`config.mk`:
```
export PLATFORM = sky130hd
export DESIGN_NAME = eth_test_pattern_gen
export DESIGN_NICKNAME = d
export VERILOG_FILES = /design/src/rtl/eth_test_pattern_gen.sv
export SDC_FILE = /design/constraint.sdc
export NUM_CORES = 1
export LEC_CHECK = 0
export ABC_CLOCK_PERIOD_IN_PS = 7700
export CORE_MARGIN = 2
export CORE_UTILIZATION = 25
export CTS_CLUSTER_SIZE = 40
export DETAILED_ROUTE_END_ITERATION = 6
export PLACE_DENSITY = 0.54
export SYNTH_ARGS = -nofsm -noshare
export SYNTH_HDL_FRONTEND = slang
export SYNTH_SLANG_ARGS = --single-unit
export TNS_END_PERCENT = 100
```
`constraint.sdc`:
```
create_clock -name clk -period 7.7 [get_ports clk]
set_input_delay 2.31 -clock clk [delete_from_list [all_inputs] [get_ports clk]]
set_output_delay 2.31 -clock clk [all_outputs]
set_load 0.01 [all_outputs]
```
`src/rtl/eth_test_pattern_gen.sv`:
```
// -----------------------------------------------------------------------------
// eth_test_pattern_gen
//
// Test-frame source for the MAC TX path. Each frame is one Ethernet header
// handshake followed by an AXI-stream payload: an 8-byte prefix (type flag,
// timestamp, three zero bytes, 16-bit sequence index) and a body of
// cfg_payload_len pattern bytes. Supports four pattern modes, an inter-frame
// gap, burst or continuous frame counts and a completed-frame counter.
//
// Ports
//   clk, rst_n                       clock, asynchronous active-low reset
//   enable                           run request (level)
//   cfg_mode                         0 counter, 1 PRBS7, 2 fixed byte, 3 DPA
//   cfg_payload_len                  body bytes per frame (0 behaves as 1)
//   cfg_frame_count                  frames per burst, 0 = continuous
//   cfg_gap                          idle cycles after each tlast
//   cfg_fixed_byte                   body byte for mode 2
//   packet_index_base                sequence index of a burst's first frame
//   timestamp                        captured into prefix bytes 1..2
//   src_mac, dst_mac                 header pass-through fields
//   m_eth_hdr_*                      header valid/ready and fields
//   m_eth_payload_axis_*             payload stream (tuser tied low)
//   is_data, is_timestamp0/1         byte-position flags aligned with tdata
//   frames_sent                      frames completed since reset
//   burst_done                       burst of cfg_frame_count frames finished
//   busy                             generator is not idle
// -----------------------------------------------------------------------------
module eth_test_pattern_gen #(
    parameter int          DATA_WIDTH = 8,   // only 8 is legal
    parameter int          LEN_WIDTH  = 11,
    parameter logic [15:0] ETH_TYPE   = 16'h88B5,
    parameter logic [7:0]  TYPE_FLAG  = 8'h07,
    parameter logic [19:0] DPA_SEED   = 20'h003FF
) (
    input  logic                  clk,
    input  logic                  rst_n,
    input  logic                  enable,
    input  logic [1:0]            cfg_mode,
    input  logic [LEN_WIDTH-1:0]  cfg_payload_len,
    input  logic [15:0]           cfg_frame_count,
    input  logic [31:0]           cfg_gap,
    input  logic [7:0]            cfg_fixed_byte,
    input  logic [15:0]           packet_index_base,
    input  logic [15:0]           timestamp,
    input  logic [47:0]           src_mac,
    input  logic [47:0]           dst_mac,
    output logic                  m_eth_hdr_valid,
    input  logic                  m_eth_hdr_ready,
    output logic [47:0]           m_eth_dest_mac,
    output logic [47:0]           m_eth_src_mac,
    output logic [15:0]           m_eth_type,
    output logic [DATA_WIDTH-1:0] m_eth_payload_axis_tdata,
    output logic                  m_eth_payload_axis_tvalid,
    input  logic                  m_eth_payload_axis_tready,
    output logic                  m_eth_payload_axis_tlast,
    output logic                  m_eth_payload_axis_tuser,
    output logic                  is_data,
    output logic                  is_timestamp0,
    output logic                  is_timestamp1,
    output logic [31:0]           frames_sent,
    output logic                  burst_done,
    output logic                  busy
);

    typedef enum logic [2:0] {S_IDLE, S_HDR, S_PREFIX, S_DATA, S_GAP} state_e;
    typedef enum logic [1:0] {MODE_COUNTER, MODE_PRBS7, MODE_FIXED, MODE_DPA} mode_e;

    state_e               state_q, state_d;
    mode_e                mode_q, mode_d;
    logic [LEN_WIDTH-1:0] cnt_q, cnt_d;          // byte index within prefix / body
    logic [LEN_WIDTH-1:0] len_q, len_d;
    logic [7:0]           fixed_q, fixed_d;
    logic [31:0]          gap_q, gap_d;
    logic [31:0]          gap_cnt_q, gap_cnt_d;
    logic [15:0]          seq_q, seq_d;
    logic [15:0]          burst_cnt_q, burst_cnt_d;
    logic                 burst_done_q, burst_done_d;
    logic [31:0]          frames_q, frames_d;
    logic [15:0]          ts_q, ts_d;
    logic [7:0]           ctr_q, ctr_d;
    logic [6:0]           prbs_q, prbs_d;
    logic [19:0]          dpa_q, dpa_d;

    logic                 payload_fire;
    logic                 last_byte;
    logic                 load_cfg;
    logic [7:0]           prbs_byte;
    logic [6:0]           prbs_next;
    logic [7:0]           pat_byte;
    logic [7:0]           prefix_byte;
    logic [7:0]           tdata_c;

    assign payload_fire = m_eth_payload_axis_tvalid && m_eth_payload_axis_tready;
    assign last_byte    = (state_q == S_DATA) && (cnt_q == len_q - LEN_WIDTH'(1));

    // Eight PRBS7 steps per byte; first generated bit lands in the MSB.
    always_comb begin : prbs_step
        logic [6:0] s;
        logic       fb;
        s         = prbs_q;
        prbs_byte = '0;
        for (int i = 7; i >= 0; i--) begin
            fb           = s[6] ^ s[5];
            prbs_byte[i] = fb;
            s            = {s[5:0], fb};
        end
        prbs_next = s;
    end

    // NOTE: every variable gets a default before the case so no path leaves it unassigned (no latches).
    always_comb begin
        state_d      = state_q;
        mode_d       = mode_q;
        cnt_d        = cnt_q;
        len_d        = len_q;
        fixed_d      = fixed_q;
        gap_d        = gap_q;
        gap_cnt_d    = gap_cnt_q;
        seq_d        = seq_q;
        burst_cnt_d  = burst_cnt_q;
        burst_done_d = burst_done_q;
        frames_d     = frames_q;
        ts_d         = ts_q;
        ctr_d        = ctr_q;
        prbs_d       = prbs_q;
        dpa_d        = dpa_q;
        load_cfg     = 1'b0;

        unique case (state_q)
            S_IDLE: begin
                if (!enable) begin
                    burst_cnt_d  = '0;
                    burst_done_d = 1'b0;
                end else if (!burst_done_q) begin
                    load_cfg = 1'b1;
                    if (burst_cnt_q == '0) seq_d = packet_index_base;
                    state_d = S_HDR;
                end
            end
            S_HDR: begin
                if (m_eth_hdr_ready) begin
                    ts_d    = timestamp;     // held for the frame so stalls cannot disturb tdata
                    cnt_d   = '0;
                    state_d = S_PREFIX;
                end
            end
            S_PREFIX: begin
                if (m_eth_payload_axis_tready) begin
                    if (cnt_q == LEN_WIDTH'(7)) begin
                        cnt_d   = '0;
                        state_d = S_DATA;
                    end else begin
                        cnt_d = cnt_q + LEN_WIDTH'(1);
                    end
                end
            end
            S_DATA: begin
                if (m_eth_payload_axis_tready) begin
                    if (last_byte) begin
                        frames_d    = frames_q + 32'd1;
                        seq_d       = seq_q + 16'd1;
                        burst_cnt_d = burst_cnt_q + 16'd1;
                        cnt_d       = '0;
                        if (cfg_frame_count != '0 && burst_cnt_d == cfg_frame_count) begin
                            burst_done_d = 1'b1;
                            state_d      = S_IDLE;
                        end else if (!enable) begin
                            state_d = S_IDLE;
                        end else if (gap_q == '0) begin
                            load_cfg = 1'b1;
                            state_d  = S_HDR;
                        end else begin
                            gap_cnt_d = gap_q;
                            state_d   = S_GAP;
                        end
                    end else begin
                        cnt_d = cnt_q + LEN_WIDTH'(1);
                    end
                end
            end
            S_GAP: begin
                if (gap_cnt_q <= 32'd1) begin
                    gap_cnt_d = '0;
                    load_cfg  = 1'b1;
                    state_d   = S_HDR;
                end else begin
                    gap_cnt_d = gap_cnt_q - 32'd1;
                end
            end
            default: state_d = S_IDLE;
        endcase

        // Pattern generators only move on an accepted byte.
        if (payload_fire) begin
            if (mode_q == MODE_DPA) dpa_d = {dpa_q[17:0], dpa_q[19:18]};
            if (state_q == S_DATA) begin
                if (mode_q == MODE_COUNTER) ctr_d  = ctr_q + 8'd1;
                if (mode_q == MODE_PRBS7)   prbs_d = prbs_next;
            end
        end

        // Configuration is sampled only at frame starts.
        if (load_cfg) begin
            mode_d  = mode_e'(cfg_mode);
            len_d   = (cfg_payload_len == '0) ? LEN_WIDTH'(1) : cfg_payload_len;
            fixed_d = cfg_fixed_byte;
            gap_d   = cfg_gap;
        end
    end

    // NOTE: state registers use non-blocking assignments; reset is asynchronous and active-low.
    always_ff @(posedge clk or negedge rst_n) begin
        if (!rst_n) begin
            state_q      <= S_IDLE;
            mode_q       <= MODE_COUNTER;
            cnt_q        <= '0;
            len_q        <= '0;
            fixed_q      <= '0;
            gap_q        <= '0;
            gap_cnt_q    <= '0;
            seq_q        <= '0;
            burst_cnt_q  <= '0;
            burst_done_q <= 1'b0;
            frames_q     <= '0;
            ts_q         <= '0;
            ctr_q        <= '0;
            prbs_q       <= 7'h7F;
            dpa_q        <= DPA_SEED;
        end else begin
            state_q      <= state_d;
            mode_q       <= mode_d;
            cnt_q        <= cnt_d;
            len_q        <= len_d;
            fixed_q      <= fixed_d;
            gap_q        <= gap_d;
            gap_cnt_q    <= gap_cnt_d;
            seq_q        <= seq_d;
            burst_cnt_q  <= burst_cnt_d;
            burst_done_q <= burst_done_d;
            frames_q     <= frames_d;
            ts_q         <= ts_d;
            ctr_q        <= ctr_d;
            prbs_q       <= prbs_d;
            dpa_q        <= dpa_d;
        end
    end

    // Payload byte selection; DPA mode replaces the prefix bytes as well.
    always_comb begin
        unique case (mode_q)
            MODE_COUNTER: pat_byte = ctr_q;
            MODE_PRBS7:   pat_byte = prbs_byte;
            MODE_FIXED:   pat_byte = fixed_q;
            default:      pat_byte = {{4{dpa_q[19]}}, {4{dpa_q[18]}}};
        endcase
        unique case (cnt_q[2:0])
            3'd0:    prefix_byte = TYPE_FLAG;
            3'd1:    prefix_byte = ts_q[7:0];
            3'd2:    prefix_byte = ts_q[15:8];
            3'd6:    prefix_byte = seq_q[7:0];
            3'd7:    prefix_byte = seq_q[15:8];
            default: prefix_byte = 8'h00;
        endcase
        tdata_c = 8'h00;
        if (state_q == S_PREFIX)    tdata_c = (mode_q == MODE_DPA) ? pat_byte : prefix_byte;
        else if (state_q == S_DATA) tdata_c = pat_byte;
    end

    assign m_eth_hdr_valid           = (state_q == S_HDR);
    assign m_eth_dest_mac            = dst_mac;
    assign m_eth_src_mac             = src_mac;
    assign m_eth_type                = ETH_TYPE;
    assign m_eth_payload_axis_tdata  = tdata_c;
    assign m_eth_payload_axis_tvalid = (state_q == S_PREFIX) || (state_q == S_DATA);
    assign m_eth_payload_axis_tlast  = last_byte;
    assign m_eth_payload_axis_tuser  = 1'b0;
    assign is_data                   = (state_q == S_DATA);
    assign is_timestamp0             = (state_q == S_PREFIX) && (cnt_q == LEN_WIDTH'(1));
    assign is_timestamp1             = (state_q == S_PREFIX) && (cnt_q == LEN_WIDTH'(2));
    assign frames_sent               = frames_q;
    assign burst_done                = burst_done_q;
    assign busy                      = (state_q != S_IDLE);

endmodule
```
Word level (Yosys, flattened, before mapping)
Cells that the tools add are included.
- word-level logic and storage cells: 144
- register bits after elaboration: 215
- bits of input ports: 202
- output and inout bits: 161
- muxes and demuxes: 55
- eq/ne operators: 30
- $lt $le $gt $ge: 1
- bitwise gates (word level): 8
- add/subtract/negate cells: 7
- reduce and logical (&&, ||, !) cells: 28
- operators by type and width (cell ; count):
    32-bit two-way mux ; 6
    16-bit two-way mux ; 8
    11-bit two-way mux ; 6
    16-bit one-hot mux with 2 select lines ; 2
    32-bit one-hot mux with 2 select lines ; 1
    8-bit one-hot mux with 5 select lines ; 1
    3-bit two-way mux ; 11
    11-bit one-hot mux with 3 select lines ; 1
    16-bit by 1-bit adder with 16-bit output (second input constant) ; 2
    32-bit by 1-bit adder with 32-bit output (second input constant) ; 1
    32-bit by 1-bit <= comparator with 1-bit output (second input constant) ; 1
    32-bit zero test ; 1
    32-bit by 1-bit subtractor with 32-bit output (second input constant) ; 1
    8-bit two-way mux ; 3
    2-bit inequality test (second input constant) ; 12
    8-bit one-hot mux with 3 select lines ; 1
    16-bit == test ; 1
    16-bit zero test ; 1
    16-bit nonzero test ; 1
    3-bit one-hot mux with 5 select lines ; 1
    1-bit two-way mux ; 12
    6-bit AND reduction ; 2
    11-bit by 1-bit adder with 11-bit output (second input constant) ; 1
    11-bit by 1-bit == test with 1-bit output (second input constant) ; 1
    other kinds (26) ; 51

Depth between registers and ports, before layout
- depth after elaboration: 7
- depth in mapped cells: 13
- mapped depth without buffers: 10

Worst setup path after synthesis
OpenSTA, ideal clock, no wires.
- path kind: flip-flop to output port
- start point: reg len_q[0]
- end point: out m_eth_payload_axis_tlast
- arrival: 2485 ps
- required time: 5390 ps
- path slack: 2905 ps
- cell stages (with the launch flop): 8
- buffers on the path: 0
- cell sequence: dfrtp_1 -> inv_1 -> ha_1 -> nor4b_1 -> nor4b_1 -> xnor2_1 -> or3_1 -> a2111oi_0
- longest elaborated chain between the ends: 3
- ends and longest elaborated chain (element ; line ; RTL):
    from (decl) ; 71 ; logic [LEN_WIDTH-1:0] len_q, len_d;
    from (signal assigned) ; 233 ; len_q <= len_d;
    11-bit by 1-bit subtractor with 11-bit output ; 94 ; assign last_byte = (state_q == S_DATA) && (cnt_q == len_q - LEN_WIDTH'(1));
    11-bit == test ; 94 ;
    1-bit logical AND ; 94 ;
    to (decl) ; 55 ; output logic m_eth_payload_axis_tlast,
Every way passes these cells.

Worst setup path after layout
Same ends and word-level chain as after synthesis.

==> impl_metrics.toml <==
[outcome]
status = "finished, final reports clean"

[die]
dieArea_um2 = 53800
core-area_um2 = 51300
rows = 83
start_util_pct = 25.3
die_h_um = 232
die_w_um = 232
ioPinCount = 363

[cts]
clk_latency_ns = 0.58
path_clk_slew_ns = 0.06
cts_hold_buf = 0
clock-root-buffer = "clkbuf_16"
cts_tree = "yes"
htree_num_levels = 1
cts_buffers = 27
clock-sinks = 215
cts_resized = 0
post_cts_buffers = 0
cts_buffer_depth = 3

[finish]
drive_above_1_share_pct = 10.6
mostFrequentLayoutCells = "dfrtp_1 (198), clkdlybuf4s50_1 (152), nor2_1 (80)"
regArea_um2 = 5400
final_common_cell = "dfrtp_1"
multi_input_area_um2 = 6380
nets = 1577
area_growth_pct = 18.1
fillers = 5326
num_antenna_cells = 0

[sta]
setup_ws_ns = 1.60
period_needed_ns = 6.10
finalClockSkew_ns = 0.0281
hold_viol_final = 0
slew_viol_final = 0
worstMarginPinSlew_ns = 1.03
rsz0062_at_grt = "no"
maxSlewHeadroom_pct = 31.2
fmax_mhz = 164
fin_crit_sh_pct = 79.2
fin_tns_setup_ns = 0
finalSetupViolations = 0

[global_route]
use_met2_pct = 21.2
gr-usage-met3_pct = 3.62
grt_pass1_wl_um = 59100
antenna_found_initial = 3
grt_max_degree = 168
grt_usage_pct = 13.7
grt.busiest_layer = "met2"
met1_usage_pct = 18.6
overflow = 0
grt_pass1_vias = 10300

[synth]
yosysTopAreaCellShare_pct = 38.2
ys_types = 80
postSynth.asyncResetShare_pct = 100
yosys_warnings = 0
syn_area_um2 = 13000
yosysTopAreaCell = "dfrtp_1"
synth-seq-area-share_pct = 41.6
yosys_register_bits = 215
syn_area_per_cell_um2 = 9.67
synth.top_cells.by_area = "dfrtp_1 (38%), buf_4 (6.8%), mux2_1 (4.2%)"
synth_edf_count = 0
yosys_most_used_dff = "dfrtp_1"
syn_inst = 1343

[critical_path]
cp_data_arrival_time_ns = 3.79
worstSetupPathType = "flip-flop to primary output"
crit_fanout = 6
cp.required_ns = 5.39
crit_path_end_kind = "primary output"
cp-start-kind = "flip-flop"

[detailed_routing]
viasPerCell = 5.02
via_count = 10400
firstDrtPassIters = 5
ant_nets = 0
drc = 0
drt-initial-drc-count = 610
wire_per_inst_um = 18.2
drt_wl_total_um = 37500

[power]
ir_drop_mv = 0.190
p_per_area_nw_per_um2 = 307
p_leak_nw = 6.12

[placement]
dp_slack_ns = 1.63
dp.final_hpwl_um = 27200
io_buffer_count = 153
routabilityCongestion = 0.833

[min_path]
hold_path_class = "flip-flop to flip-flop"

[job]
drv_cap = 0
[power breakdown]
part,switching [W],leakage (nW),total [W],internal (W)
clock network,0.000548,0.467,0.00141,0.000859
registers,0.000381,2.68,0.00182,0.00144
logic,0.000794,2.98,0.00148,0.000691
total,0.00172,6.12,0.00471,0.00299
[critical path, stage by stage (launching register included)]
cell and delay, ns:
dfrtp_1 0.43, inv_1 0.10, ha_1 0.19, nor4b_1 0.39, nor4b_1 0.35, xnor2_1 0.17, or3_1 0.39, a2111oi_0 0.48
clkdlybuf4s50_1 0.71
[cells by family (layout without fill, tap and decap cells)]
| family | count (synthesis) | after routing | share of synthesized area [%] |
|---|---|---|---|
| simple gates | 455 | 455 | 18.5 |
| compound gates | 250 | 250 | 13.7 |
| flops | 215 | 215 | 41.6 |
| buf+inv | 214 | 238 | 9.78 |
| mux | 103 | 103 | 8.87 |
| xor+xnor | 91 | 91 | 6.24 |
| fa+ha+maj | 13 | 13 | 1.25 |
| other cells | 2 | 17 | 0.0578 |
[per-layer routing]
metal	vias to the layer above	wire, µm
li1	4829	-
met1	5077	17100
met2	359	16300
met3	84	2910
met4	4	1240
met5	-	27
[registers in the layout, indices dropped and copies added (netlist names), 8 cells and up]
signal,count
gap_q,32
frames_sent,32
ts_q,16
cnt_q,11
dpa_q,20
gap_cnt_q,32
burst_cnt_q,16
fixed_q,8
ctr_q,8
seq_q,16
len_q,11
[synthesized netlist by cell type, types with 23 or more instances]
cell	n
nor2_1	80
buf_4	118
mux2_1	49
and3_1	25
clkbuf_1	53
mux2_2	48
dfrtp_1	198
nand3_1	53
nand4_1	27
a21oi_1	59
xnor2_1	46
inv_1	23
nor4_1	35
o21ai_0	35
nand2_1	79
xor2_1	44
nor3_1	54
[worst paths after layout]
| check | from | to | slack, ns | cells after the start |
|---|---|---|---|---|
| max reg2reg | burst_cnt_q[0] | fixed_q[7] | 3.38 | 9 |
| min reg2reg | frames_sent[31] | frames_sent[31] | 0.47 | 1 |
| min in group asynchronous | rst_n | burst_cnt_q[5] | 1.68 | 1 |
| min | frames_sent[31] | frames_sent[31] | 0.47 | 1 |
| max in group asynchronous | rst_n | seq_q[2] | 4.74 | 2 |
| max | len_q[0] | m_eth_payload_axis_tlast | 1.60 | 8 |
[metrics by stage]
step	utilization [%]	area, µm²	cells	hold slack (ns)	total power, W
after floorplan	-	13000	1358	0.446	0.00281
after global placement	28.0	14400	2013	0.460	0.00328
after detailed placement	28.0	14400	2013	0.464	0.00333
after CTS	29.9	15300	2062	0.472	0.00476
after global routing	29.9	15300	2062	0.503	0.00502
final	29.9	15300	2062	0.470	0.00471
[area by class of cell]
cell class / count / area share, %
well taps: 680 / 5.55
clock buffers: 31 / 4.57
flip-flops and latches: 215 / 35.2
clock inverters: 18 / 1.78
inverters: 23 / 0.563
multi-input cells: 929 / 41.6
repair buffers: 166 / 10.7
Note: power is estimated with default switching activity, not from simulation.
